`config.mk`:
```
export PLATFORM = sky130hd
export DESIGN_NAME = fifo_poll_scheduler
export DESIGN_NICKNAME = d
export VERILOG_FILES = /design/src/rtl/fifo_poll_scheduler.sv
export SDC_FILE = /design/constraint.sdc
export NUM_CORES = 1
export LEC_CHECK = 0
export ABC_CLOCK_PERIOD_IN_PS = 30600
export CORE_MARGIN = 3
export CORE_UTILIZATION = 55
export CTS_CLUSTER_DIAMETER = 120
export DETAILED_ROUTE_END_ITERATION = 8
export PLACE_DENSITY = 0.82
export SLEW_MARGIN = 15
export SYNTH_ARGS = -nofsm -noshare
export SYNTH_HDL_FRONTEND = slang
export SYNTH_SLANG_ARGS = --single-unit
export TNS_END_PERCENT = 20
```
`constraint.sdc`:
```
create_clock -name rdclk -period 30.6 [get_ports rdclk]
set_clock_uncertainty 0.15 [all_clocks]
set_input_delay 3.06 -clock rdclk [delete_from_list [all_inputs] [get_ports rdclk]]
set_output_delay 3.06 -clock rdclk [all_outputs]
set_load 0.02 [all_outputs]
```
`src/rtl/fifo_poll_scheduler.sv`:
```
// Round-robin read scheduler for per-channel DCFIFOs; emits one header word plus BURST data words per grant.
// Latency: grant one cycle after an eligible channel is seen in IDLE; one data word per cycle while streaming.
// Backpressure: up_ready low stalls a 2-entry skid buffer; rdreq is withheld in the same cycle so occupancy+inflight <= 2.
module fifo_poll_scheduler #(
    parameter int          NCH    = 4,
    parameter int          DW     = 64,
    parameter int          UW     = 13,
    parameter int          BURST  = 16,
    parameter int          RD_LAT = 1,
    parameter logic [15:0] SYNC   = 16'hEB90
) (
    input  logic               rdclk,
    input  logic               rst,
    input  logic [NCH*UW-1:0]  rdusedw,
    input  logic [NCH*DW-1:0]  q,
    output logic [NCH-1:0]     rdreq,
    input  logic               up_ready,
    output logic               data_valid,
    output logic [DW-1:0]      up_data,
    output logic               up_sof,
    output logic               up_eof,
    output logic [2:0]         up_ch
);

    localparam int CW = (NCH > 1) ? $clog2(NCH) : 1;

    // The capture path assumes q is valid exactly one cycle after rdreq.
    if (RD_LAT != 1) begin : g_lat_check
        $error("fifo_poll_scheduler supports RD_LAT == 1 only");
    end

    typedef enum logic [1:0] {IDLE, HDR, READ, DONE} state_t;

    typedef struct packed {
        logic          sof;
        logic          eof;
        logic [2:0]    ch;
        logic [DW-1:0] dat;
    } word_t;

    state_t            state;
    logic [NCH*UW-1:0] usedw_q;
    logic [CW-1:0]     rr_ptr;
    logic [CW-1:0]     grant_ch;
    logic [CW-1:0]     pick;
    logic              found;
    logic [7:0]        words_left;
    logic [31:0]       seq [NCH];
    int                idx;

    // Skid buffer: ent0 is the registered output word, ent1 the overflow slot.
    word_t             ent0;
    word_t             ent1;
    word_t             push_word;
    logic [1:0]        occ;
    logic              pend;
    logic              pop;
    logic              push;
    logic              hdr_push;
    logic              rd_go;
    logic [2:0]        fill;

    assign pop  = (occ != 2'd0) && up_ready;
    // Words the skid will hold after this edge, before any new rdreq lands.
    assign fill = 3'(occ) - 3'(pop) + 3'(pend);

    assign hdr_push = (state == HDR) && (fill < 3'd2);
    assign rd_go    = (state == READ) && (words_left != 8'd0) && (fill < 3'd2);
    assign rdreq    = rd_go ? (NCH'(1) << grant_ch) : '0;
    assign push     = pend || hdr_push;

    assign data_valid = (occ != 2'd0);
    assign up_data    = ent0.dat;
    assign up_sof     = ent0.sof;
    assign up_eof     = ent0.eof;
    assign up_ch      = ent0.ch;

    // Rotating priority search from rr_ptr for the first channel holding a full burst.
    always_comb begin
        found = 1'b0;
        pick  = '0;
        idx   = 0;
        for (int i = 0; i < NCH; i++) begin
            idx = int'(rr_ptr) + i;
            if (idx >= NCH) idx = idx - NCH;
            if (!found && (usedw_q[idx*UW +: UW] >= UW'(BURST))) begin
                found = 1'b1;
                pick  = CW'(idx);
            end
        end
    end

    // Word entering the skid: captured FIFO data takes the slot, otherwise the header.
    always_comb begin
        push_word = '0;
        if (pend) begin
            push_word.sof = 1'b0;
            push_word.eof = (words_left == 8'd0);
            push_word.ch  = 3'(grant_ch);
            push_word.dat = q[grant_ch*DW +: DW];
        end else begin
            push_word.sof = 1'b1;
            push_word.eof = 1'b0;
            push_word.ch  = 3'(grant_ch);
            push_word.dat = DW'({SYNC, 5'b0, 3'(grant_ch), 8'(BURST), seq[grant_ch]});
        end
    end

    // Register rdusedw so the eligibility compare sees a clean, clock-aligned level.
    always_ff @(posedge rdclk or posedge rst) begin
        if (rst) usedw_q <= '0;
        else     usedw_q <= rdusedw;
    end

    // Two-entry skid buffer with simultaneous push/pop; ent0 only changes on pop or push into empty.
    always_ff @(posedge rdclk or posedge rst) begin
        if (rst) begin
            ent0 <= '0;
            ent1 <= '0;
            occ  <= 2'd0;
        end else if (push && pop) begin
            if (occ == 2'd1) begin
                ent0 <= push_word;
            end else begin
                ent0 <= ent1;
                ent1 <= push_word;
            end
        end else if (pop) begin
            ent0 <= ent1;
            occ  <= occ - 2'd1;
        end else if (push) begin
            if (occ == 2'd0) ent0 <= push_word;
            else             ent1 <= push_word;
            occ <= occ + 2'd1;
        end
    end

    // Frame sequencer: grant, header, burst read, then drain and advance the round-robin pointer.
    always_ff @(posedge rdclk or posedge rst) begin
        if (rst) begin
            state      <= IDLE;
            rr_ptr     <= '0;
            grant_ch   <= '0;
            words_left <= 8'd0;
            pend       <= 1'b0;
            for (int c = 0; c < NCH; c++) seq[c] <= 32'd0;
        end else begin
            pend <= rd_go;
            case (state)
                IDLE: begin
                    if (found) begin
                        grant_ch   <= pick;
                        words_left <= 8'(BURST);
                        state      <= HDR;
                    end
                end
                HDR: begin
                    if (hdr_push) state <= READ;
                end
                READ: begin
                    if (rd_go) words_left <= words_left - 8'd1;
                    if ((words_left == 8'd0) && !pend) state <= DONE;
                end
                DONE: begin
                    if (occ == 2'd0) begin
                        seq[grant_ch] <= seq[grant_ch] + 32'd1;
                        rr_ptr        <= (int'(grant_ch) == NCH - 1) ? '0 : grant_ch + CW'(1);
                        state         <= IDLE;
                    end
                end
                default: state <= IDLE;
            endcase
        end
    end

endmodule

```
==> flow_metrics.env, run 1 <==
export IMPL_ys_seq_area_share_pct=36.9
export IMPL_synth_edff_count=0
export IMPL_cts_buffer_depth=3
export IMPL_fin_area_um2=27500
export IMPL_mostFrequentLayoutCells="clkdlybuf4s50_1, dfrtp_1, nand2_1, o21ai_0, nor2_1"
export IMPL_crit_end="rdreq[3]"
export IMPL_place_area_um2=26300
export IMPL_grt_max_degree=149
export IMPL_ys_ff_latch=333
export IMPL_r2r_cells=15
export IMPL_numCtsBuffers=36
export IMPL_finalSetupViolCount=0
export IMPL_cts_max_level=2
export IMPL_die_height_um=209
export IMPL_io_pins=385
export IMPL_p_per_area_nw_per_um2=57.0
export IMPL_grt_pass1_wl_mm=117
export IMPL_design_die_area_um2=43600
export IMPL_start_util_pct=56.2
export IMPL_grt_usage_pct=33.4
export IMPL_rsz0062_at_grt="false"
export IMPL_leakage_nw=10.7
export IMPL_hold_path_class="reg -> reg"
export IMPL_detail_route_antenna_nets=0
export IMPL_grt_pass1_vias=20400
export IMPL_syn_mean_instance_area_um2=9.61
export IMPL_cp_cell_sequence="clkdlybuf4s50_1, nand2_1, inv_1, ha_1, nand2b_1, fa_1, xnor2_1, and2_1, nand2_1, nor2_1, and2_1, clkdlybuf4s50_1"
export IMPL_clock_latency_ps=560
export IMPL_critPathRequiredTime_ps=27390
export IMPL_layout_commonest_cell="clkdlybuf4s50_1"
export IMPL_overflow=0
export IMPL_cts_tree="done"
export IMPL_crit_reg2reg_launch="rr_ptr[1]$_DFFE_PP0P_"
export IMPL_cts_sinks=333
export IMPL_drt_iter0_drc=2311
export IMPL_fin_crit_ps=9660
export IMPL_cts_resized=0
export IMPL_dp_cells=3055
export IMPL_setup_tns_ps=0
export IMPL_hold_ws_ps=329
export IMPL_crit_arrival_ps=6450
export IMPL_drtPass1Iterations=6
export IMPL_start_kind="primary input"
export IMPL_worstMarginPinSlew_ps=1140
export IMPL_ir_worst_vdd_mv=0.0599
export IMPL_final_hold_viol_count=0
export IMPL_cts_setup_buffers=0
export IMPL_max_freq_mhz=104
export IMPL_detailed_place_hpwl_mm=50.8
export IMPL_status="finished, final reports clean"
export IMPL_drive_gt1_share_pct=12.8
export IMPL_vias=20500
export IMPL_cts_root_buf="clkbuf_16"
export IMPL_end_kind="output port"
export IMPL_detail_route_wl_per_cell_um=23.7
export IMPL_critical_path_max_stage_delay_ps=600
export IMPL_slew_limit_headroom_pct=21.9
export IMPL_cp_max_fo=11
export IMPL_startpoint="up_ready"
export IMPL_port_buffers=383
export IMPL_slew_violations=0
export IMPL_cp_slowest_cell="clkdlybuf4s50_1"
export IMPL_fp_dieW_um=209
export IMPL_yosysUniqueCellTypes=97
export IMPL_gp_congestion=0.930
export IMPL_fin_crit_sh_pct=31.6
export IMPL_area_growth_pct=21.8
export IMPL_synth_area_um2=22600
export IMPL_ys_warn_count=0
export IMPL_coreArea_um2=40200
export IMPL_netlist_instances=2352
export IMPL_antenna_found_initial=9
export IMPL_synth_async_reset_ratio_pct=100
export IMPL_p_total_mw=1.57
export IMPL_synth_ff_type="dfrtp_1"
export IMPL_vias_per_cell=6.56
export IMPL_clkSlewWorstSetupHoldPaths_ps=60
export IMPL_cap_violations=0
export IMPL_fillers=3029
export IMPL_drcViolationCount=0
export IMPL_placementRows=73
export IMPL_r2r_slack_ps=23560
export IMPL_reg2reg_to="words_left[1]$_DFFE_PP0P_"
export IMPL_hold_buffers=0
export IMPL_final_nets=2910
export IMPL_finalNonFillerCells=3126
export IMPL_wl_mm=74.1
export IMPL_path_class="in -> out"
==> where the power goes <==
group	leakage (nW)	switching, mW	internal, mW
Clock	0.615	0.185	0.267
Combinational	5.81	0.289	0.228
Sequential	4.26	0.0737	0.527
Total	10.7	0.548	1.02
==> state kept, by name, indices dropped and copies added, names as in the netlist, 2 cells and up <==
| signal | count |
|---|---|
| grant_ch | 2 |
| words_left | 8 |
| rr_ptr | 2 |
| seq | 128 |
| occ | 2 |
| up_ch | 2 |
| usedw_q | 52 |
| up_data | 64 |
| state | 2 |
| ent1 | 68 |
==> routing by layer <==
metal  GRT usage (%)  routed length [um]  vias to the layer above
li1                -                   -                     9088
met1            46.4               29800                    10000
met2            50.6               33600                     1170
met3            9.80                8270                      201
met4            11.2                2430                        6
met5               0                  36                        -
==> how the worst min path moves through the flow <==
stage,depth (start not counted),start,slack [ps],endpoint
after floorplan,2,seq[32]$_DFFE_PP0P_,290,seq[32]$_DFFE_PP0P_
after global placement,2,seq[124]$_DFFE_PP0P_,310,seq[124]$_DFFE_PP0P_
after detailed placement,2,seq[51]$_DFFE_PP0P_,320,seq[51]$_DFFE_PP0P_
after CTS,2,up_eof$_DFFE_PP0P_,330,up_eof$_DFFE_PP0P_
after global routing,2,up_data[61]$_DFFE_PP0P_,350,up_data[61]$_DFFE_PP0P_
final,2,up_data[61]$_DFFE_PP0P_,330,up_data[61]$_DFFE_PP0P_
==> synth_stat cells, types with 10 or more instances <==
library cell  number  share of area, %
a211o_1           11              0.43
a211oi_1          31               1.0
a21oi_1          152               3.4
a31oi_1           22              0.61
and2_1            38               1.1
buf_1             13              0.22
buf_2             43              0.95
buf_4             20              0.66
buf_6             10              0.50
clkbuf_1         145               2.4
dfrtp_1          333                37
ha_1              30               1.7
inv_1             46              0.76
mux2_2            62               3.1
mux2i_1          115               5.1
mux4_2           136                14
nand2_1          268               4.5
nand2b_1          29              0.80
nand3_1           31              0.69
nand4_1           13              0.36
nor2_1           195               3.2
nor2b_1           18              0.50
nor3_1            48               1.1
nor3b_1           10              0.33
nor4_1            18              0.50
o211ai_1          23              0.76
o21ai_0          239               5.3
o31ai_1           10              0.33
or3_1             12              0.33
xnor2_1           19              0.74
xor2_1            17              0.66
==> through the flow <==
stage | setup slack, ps | utilization, %
after CTS | 20960 | 68.5
after detailed placement | 21000 | 65.4
after global routing | 20690 | 68.5
after floorplan | 18170 | -
final | 20940 | 68.5
after global placement | 21070 | 65.4
==> kinds of logic (layout without fill, tap and decap cells) <==
kind of cell / count (synthesis) / count (layout) / synth area share (%)
AO/OA/AOI/OAI: 622 / 622 / 17.1
XOR/XNOR: 37 / 37 / 1.52
adder cells (fa/ha/maj): 31 / 31 / 1.75
buffers and inverters: 280 / 522 / 5.62
flip-flops: 333 / 333 / 36.9
multiplexers: 315 / 315 / 21.9
other: 1 / 8 / 0.0166
AND/OR/NAND/NOR: 733 / 733 / 15.2
==> worst max-delay path, delay by kind of cell <==
| family | cells | cell delay, ps |
|---|---|---|
| xor gates and xnor gates | 1 | 230 |
| adders and majority gates | 2 | 650 |
| buffers and inverters | 3 | 1300 |
| and+or+nand+nor | 6 | 1220 |
==> layout make-up <==
| cell class | count | area [um2] | area share (%) |
|---|---|---|---|
| multi-input cells | 1740 | 13100 | 47.5 |
| well taps | 525 | 657 | 2.39 |
| clock inverters | 20 | 236 | 0.859 |
| flip-flops and latches | 333 | 8350 | 30.3 |
| inverters | 48 | 188 | 0.682 |
| repair buffers | 409 | 4030 | 14.6 |
| clock buffers | 45 | 995 | 3.61 |
| diodes | 6 | 15.0 | 0.0545 |
(Power assumes the default switching activity.)
==> run 2: changes to the inputs <==
Settings changed: ABC_CLOCK_PERIOD_IN_PS 30600 to 10150.
Clock period 30.6 ns to 10.15 ns, I/O delays scaled along.
==> flow_metrics.env, run 2 (synthesis gave the netlist of run 1 again) <==
export IMPL_detail_route_antenna_nets=0
export IMPL_wl_mm=75.1
export IMPL_grt_usage_pct=33.7
export IMPL_crit_reg2reg_launch="rr_ptr[0]$_DFFE_PP0P_"
export IMPL_placementRows=73
export IMPL_startpoint="rr_ptr[0]$_DFFE_PP0P_"
export IMPL_p_total_mw=4.70
export IMPL_setup_tns_ps=0
export IMPL_cts_tree="done"
export IMPL_cts_buffer_depth=3
export IMPL_hold_path_class="reg -> reg"
export IMPL_ir_worst_vdd_mv=0.192
export IMPL_cts_root_buf="clkbuf_16"
export IMPL_status="finished, final reports clean"
export IMPL_layout_setup_ws_ps=3230
export IMPL_antenna_found_initial=1
export IMPL_leakage_nw=10.7
export IMPL_cp_max_fo=57
export IMPL_fin_util_pct=68.5
export IMPL_cts_max_level=2
export IMPL_layout_commonest_cell="clkdlybuf4s50_1"
export IMPL_top_register="seq"
export IMPL_finalNonFillerCells=3124
export IMPL_gp_congestion=0.942
export IMPL_critPathRequiredTime_ps=10430
export IMPL_place_area_um2=26300
export IMPL_grt_max_degree=170
export IMPL_worstMarginPinSlew_ps=1170
export IMPL_cts_sinks=333
export IMPL_port_buffers=383
export IMPL_end_kind="register"
export IMPL_fin_crit_sh_pct=68.2
export IMPL_io_pins=385
export IMPL_fillers=3003
export IMPL_drt_iter0_drc=2384
export IMPL_coreArea_um2=40200
export IMPL_p_per_area_nw_per_um2=171
export IMPL_fp_dieW_um=209
export IMPL_slew_violations=0
export IMPL_grt_pass1_vias=20300
export IMPL_clock_latency_ps=570
export IMPL_detail_route_wl_per_cell_um=24.0
export IMPL_overflow=0
export IMPL_final_hold_viol_count=0
export IMPL_grt_pass1_wl_mm=118
export IMPL_post_place_ws_ps=3340
export IMPL_path_class="reg -> reg"
export IMPL_start_kind="register"
export IMPL_hp_start="seq[7]$_DFFE_PP0P_"
export IMPL_cts_setup_buffers=0
export IMPL_cap_violations=0
export IMPL_cts_resized=0
export IMPL_dp_cells=3056
export IMPL_die_height_um=209
export IMPL_vias=20700
export IMPL_largest_register_ffs=128
export IMPL_fin_area_um2=27500
export IMPL_hold_buffers=0
export IMPL_fin_crit_ps=6920
export IMPL_hold_ws_ps=328
export IMPL_drcViolationCount=0
export IMPL_crit_arrival_ps=7200
export IMPL_finalSetupViolCount=0
export IMPL_rsz0062_at_grt="false"
export IMPL_numCtsBuffers=36
export IMPL_area_growth_pct=21.8
export IMPL_mostFrequentLayoutCells="clkdlybuf4s50_1, dfrtp_1, nand2_1, o21ai_0, nor2_1"
export IMPL_design_die_area_um2=43600
export IMPL_final_nets=2912
export IMPL_detailed_place_hpwl_mm=51.5
export IMPL_drtPass1Iterations=6
export IMPL_start_util_pct=56.2
export IMPL_drive_gt1_share_pct=12.7
export IMPL_slew_limit_headroom_pct=22.0
export IMPL_vias_per_cell=6.63
export IMPL_clkSlewWorstSetupHoldPaths_ps=60
export IMPL_max_freq_mhz=144
==> run 2: cell count changes in the layout (fill, tap and decap cells not counted), moves of 2 or more <==
cell | before | now
clkbuf_1 | 3 | 6
clkbuf_8 | 6 | 8
diode_2 | 6 | 2
bufinv_16 | 4 | 1
clkinv_2 | 11 | 9
==> run 2: critical path: stages (launching register included) <==
cell	delay [ps]
dfrtp_4	830
clkinv_1	210
ha_1	520
nand2b_1	350
inv_1	160
ha_1	910
buf_4	420
mux4_1	620
mux2_2	270
or4_1	470
nand3_1	90
a32o_2	170
a22oi_2	90
nor4_2	990
a21oi_2	180
mux2_4	350
==> run 2: routing by layer <==
metal / track usage, % / vias to the layer above / part of all wire (%)
met4: 9.86 / 2 / 2.7
met1: 48.8 / 10300 / 41
met2: 51.2 / 1177 / 46
met5: 0 / - / 0.017
met3: 7.66 / 155 / 10
li1: - / 9081 / -
==> run 2: cell type report <==
cell class | instances | area, um2 | area share (%)
well taps | 525 | 657 | 2.39
flip-flops and latches | 333 | 8350 | 30.3
clock inverters | 15 | 158 | 0.573
multi-input cells | 1740 | 13100 | 47.5
inverters | 48 | 184 | 0.668
repair buffers | 411 | 4080 | 14.8
diodes | 2 | 5.00 | 0.0182
clock buffers | 50 | 1030 | 3.75
==> run 2: final timing paths <==
check / end / slack, ps / cells past startpoint
min in group asynchronous: seq[6]$_DFFE_PP0P_ / 910 / 3
setup / recovery: state[1]$_DFFE_PP0P_ / 3230 / 15
setup reg to reg: state[1]$_DFFE_PP0P_ / 3230 / 15
hold / removal: seq[7]$_DFFE_PP0P_ / 330 / 2
max in group asynchronous: grant_ch[0]$_DFFE_PP0P_ / 7260 / 4
hold reg to reg: seq[7]$_DFFE_PP0P_ / 330 / 2
==> run 2: report_power, final <==
| group | switching [mW] | internal, mW | total, mW |
|---|---|---|---|
| combinational | 0.881 | 0.696 | 1.58 |
| clock | 0.572 | 0.749 | 1.32 |
| sequential | 0.217 | 1.59 | 1.81 |
| total | 1.67 | 3.04 | 4.70 |
==> patch (flow settings as in run 2) <==
`UW`: 13 -> 12.
--- a/src/rtl/fifo_poll_scheduler.sv
+++ b/src/rtl/fifo_poll_scheduler.sv
@@ -4,7 +4,7 @@
 module fifo_poll_scheduler #(
     parameter int          NCH    = 4,
     parameter int          DW     = 64,
-    parameter int          UW     = 13,
+    parameter int          UW     = 12,
     parameter int          BURST  = 16,
     parameter int          RD_LAT = 1,
     parameter logic [15:0] SYNC   = 16'hEB90
Interface: changed (resized rdusedw); port bits go from 385 to 381. The function was not compared with the original's and may differ.
==> patch against run 2 <==
- die area is 23% lower
- design area is 19% lower
- combinational power is 70% higher
- critical endpoint is now ent1[58]$_DFFE_PP0P_
- setup slack better by 1.0 ns
- synthesized area is 24% lower
- total power is 25% higher
- sequential cell count is 4 lower
- largest cell class unchanged
- non-clock buffer count is 16 lower
- wire length is 32% lower
- highest routed layer unchanged
- critical path depth is 2 higher
- sequential power is 5% higher
==> patch: results (changes against run 2) <==
* Proportion of layout cells with a drive suffix above 1 at 0.1119 (was 0.1271)
* Layout fillers at 2170 (was 3003)
* DRT iter0 DRCs at 1361 (was 2384)
* Total clock buffers created by CTS at 35 (was 36)
* Max VDD drop at 152.4 µV (was 191.6 µV)
* Final clock-cell share at 0.05175 (was 0.04326)
* Pre-antenna DRT Iters at 8 (was 6)
* Via count at 14455 (was 20703)
* Synth cell types at 69 (was 97)
* Fraction of area in multi-input gates at 0.3771 (was 0.4747)
* Seq/Total Area, Yosys at 0.4788 (was 0.3686)
* GRT Total Usage at 0.2998 (was 0.3369)
* Sequential share of cell area at 0.3681 (was 0.3032)
* Status: finished, final reports clean (unchanged)
* Comb power frac at 0.458 (was 0.335)
* Final hold slack at 0.3235 ns (was 0.3284 ns)
* Critical Path AT at 6.17 ns (was 7.20 ns)
* First-pass GRT wire length at 79560 µm (was 117800 µm)
* Signal inverters at 25 (was 48)
* Normalized max-slew margin at 0.2796 (was 0.2203)
* Max stage delay on crit path at 0.78 ns (was 0.99 ns)
* Min-delay src: seq[57]$_DFFE_PP0P_ (was seq[7]$_DFFE_PP0P_)
* CP max-delay cell: buf_4 (was nor4_2)
* Layout area overhead at 30.21% (was 21.81%)
* Mean Syn Cell Area at 10.48 µm² (was 9.611 µm²)
* Pint at 3.579 mW (was 3.035 mW)
* Fin crit share at 0.5824 (was 0.6821)
* Total combinational power at 2.69 mW (was 1.58 mW)
* Number of buffers inserted by port buffering at 379 (was 383)
* Worst-skew pair later-pin latency at 0.53 ns (was 0.57 ns)
* Leak at 9.029 nW (was 10.68 nW)
* Largest net degree at the start of global routing at 171 (was 170)
* Initial antenna violation count at 7 (was 1)
* Final net count at 2291 (was 2912)
* Die Area at 33420 µm² (was 43570 µm²)
* FF-to-FF setup slack at 4.24 ns (was 3.23 ns)
* Routed WL per cell at 21.50 µm (was 24.03 µm)
* Post-DP Area at 21200 µm² (was 26310 µm²)
* Signal buf overhead at 0.1759 (was 0.1481)
* Non-filler cells, final at 2386 (was 3124)
* Ranking of synthesized cells by instance count: dfrtp_1, nand2_1, o21ai_0, nor2_1, a21oi_1 (unchanged)
* Hold endpoint: seq[57]$_DFFE_PP0P_ (was seq[7]$_DFFE_PP0P_)
* # clk buffers at 54 (was 50)
* Htree depth at 2 (unchanged)
* Crit-path max FO at 75 (was 57)
* Top Family by Delay on Critical Path: adder cells (was simple AND/OR/NAND/NOR gates)
* Critical path origin: occ[1]$_DFFE_PP0P_ (was rr_ptr[0]$_DFFE_PP0P_)
* Sequential cell count at 329 (was 333)
-- patch: cell types whose count changed after synthesis, sizes merged, moves of 19 or more --
cell	before	now
a211oi	32	6
a21oi	153	108
buf	87	36
clkbuf	145	79
inv	46	25
mux2	63	38
mux2i	115	64
mux4	137	98
nand2	268	231
nand2b	29	8
nor2	195	146
nor3	49	24
o211ai	23	4
o21ai	241	212
-- patch: metal layers --
| layer | GRT usage | wire [µm] | up-vias |
|---|---|---|---|
| met5 | 0 | 12 | - |
| met4 | 0.1258 | 2069 | 2 |
| met3 | 0.05752 | 3830 | 111 |
| met2 | 0.4987 | 25450 | 622 |
| met1 | 0.3901 | 19930 | 7191 |
| li1 | - | - | 6529 |
-- patch: cells by family after synthesis --
group / share of synthesized area
AOI/OAI and AO/OA: 0.1230
xor gates and xnor gates: 0.01732
adders and majority gates: 0.01863
buffers and inverters: 0.03354
DFF: 0.4788
muxes: 0.1906
other: 0.0002181
and+or+nand+nor: 0.1378
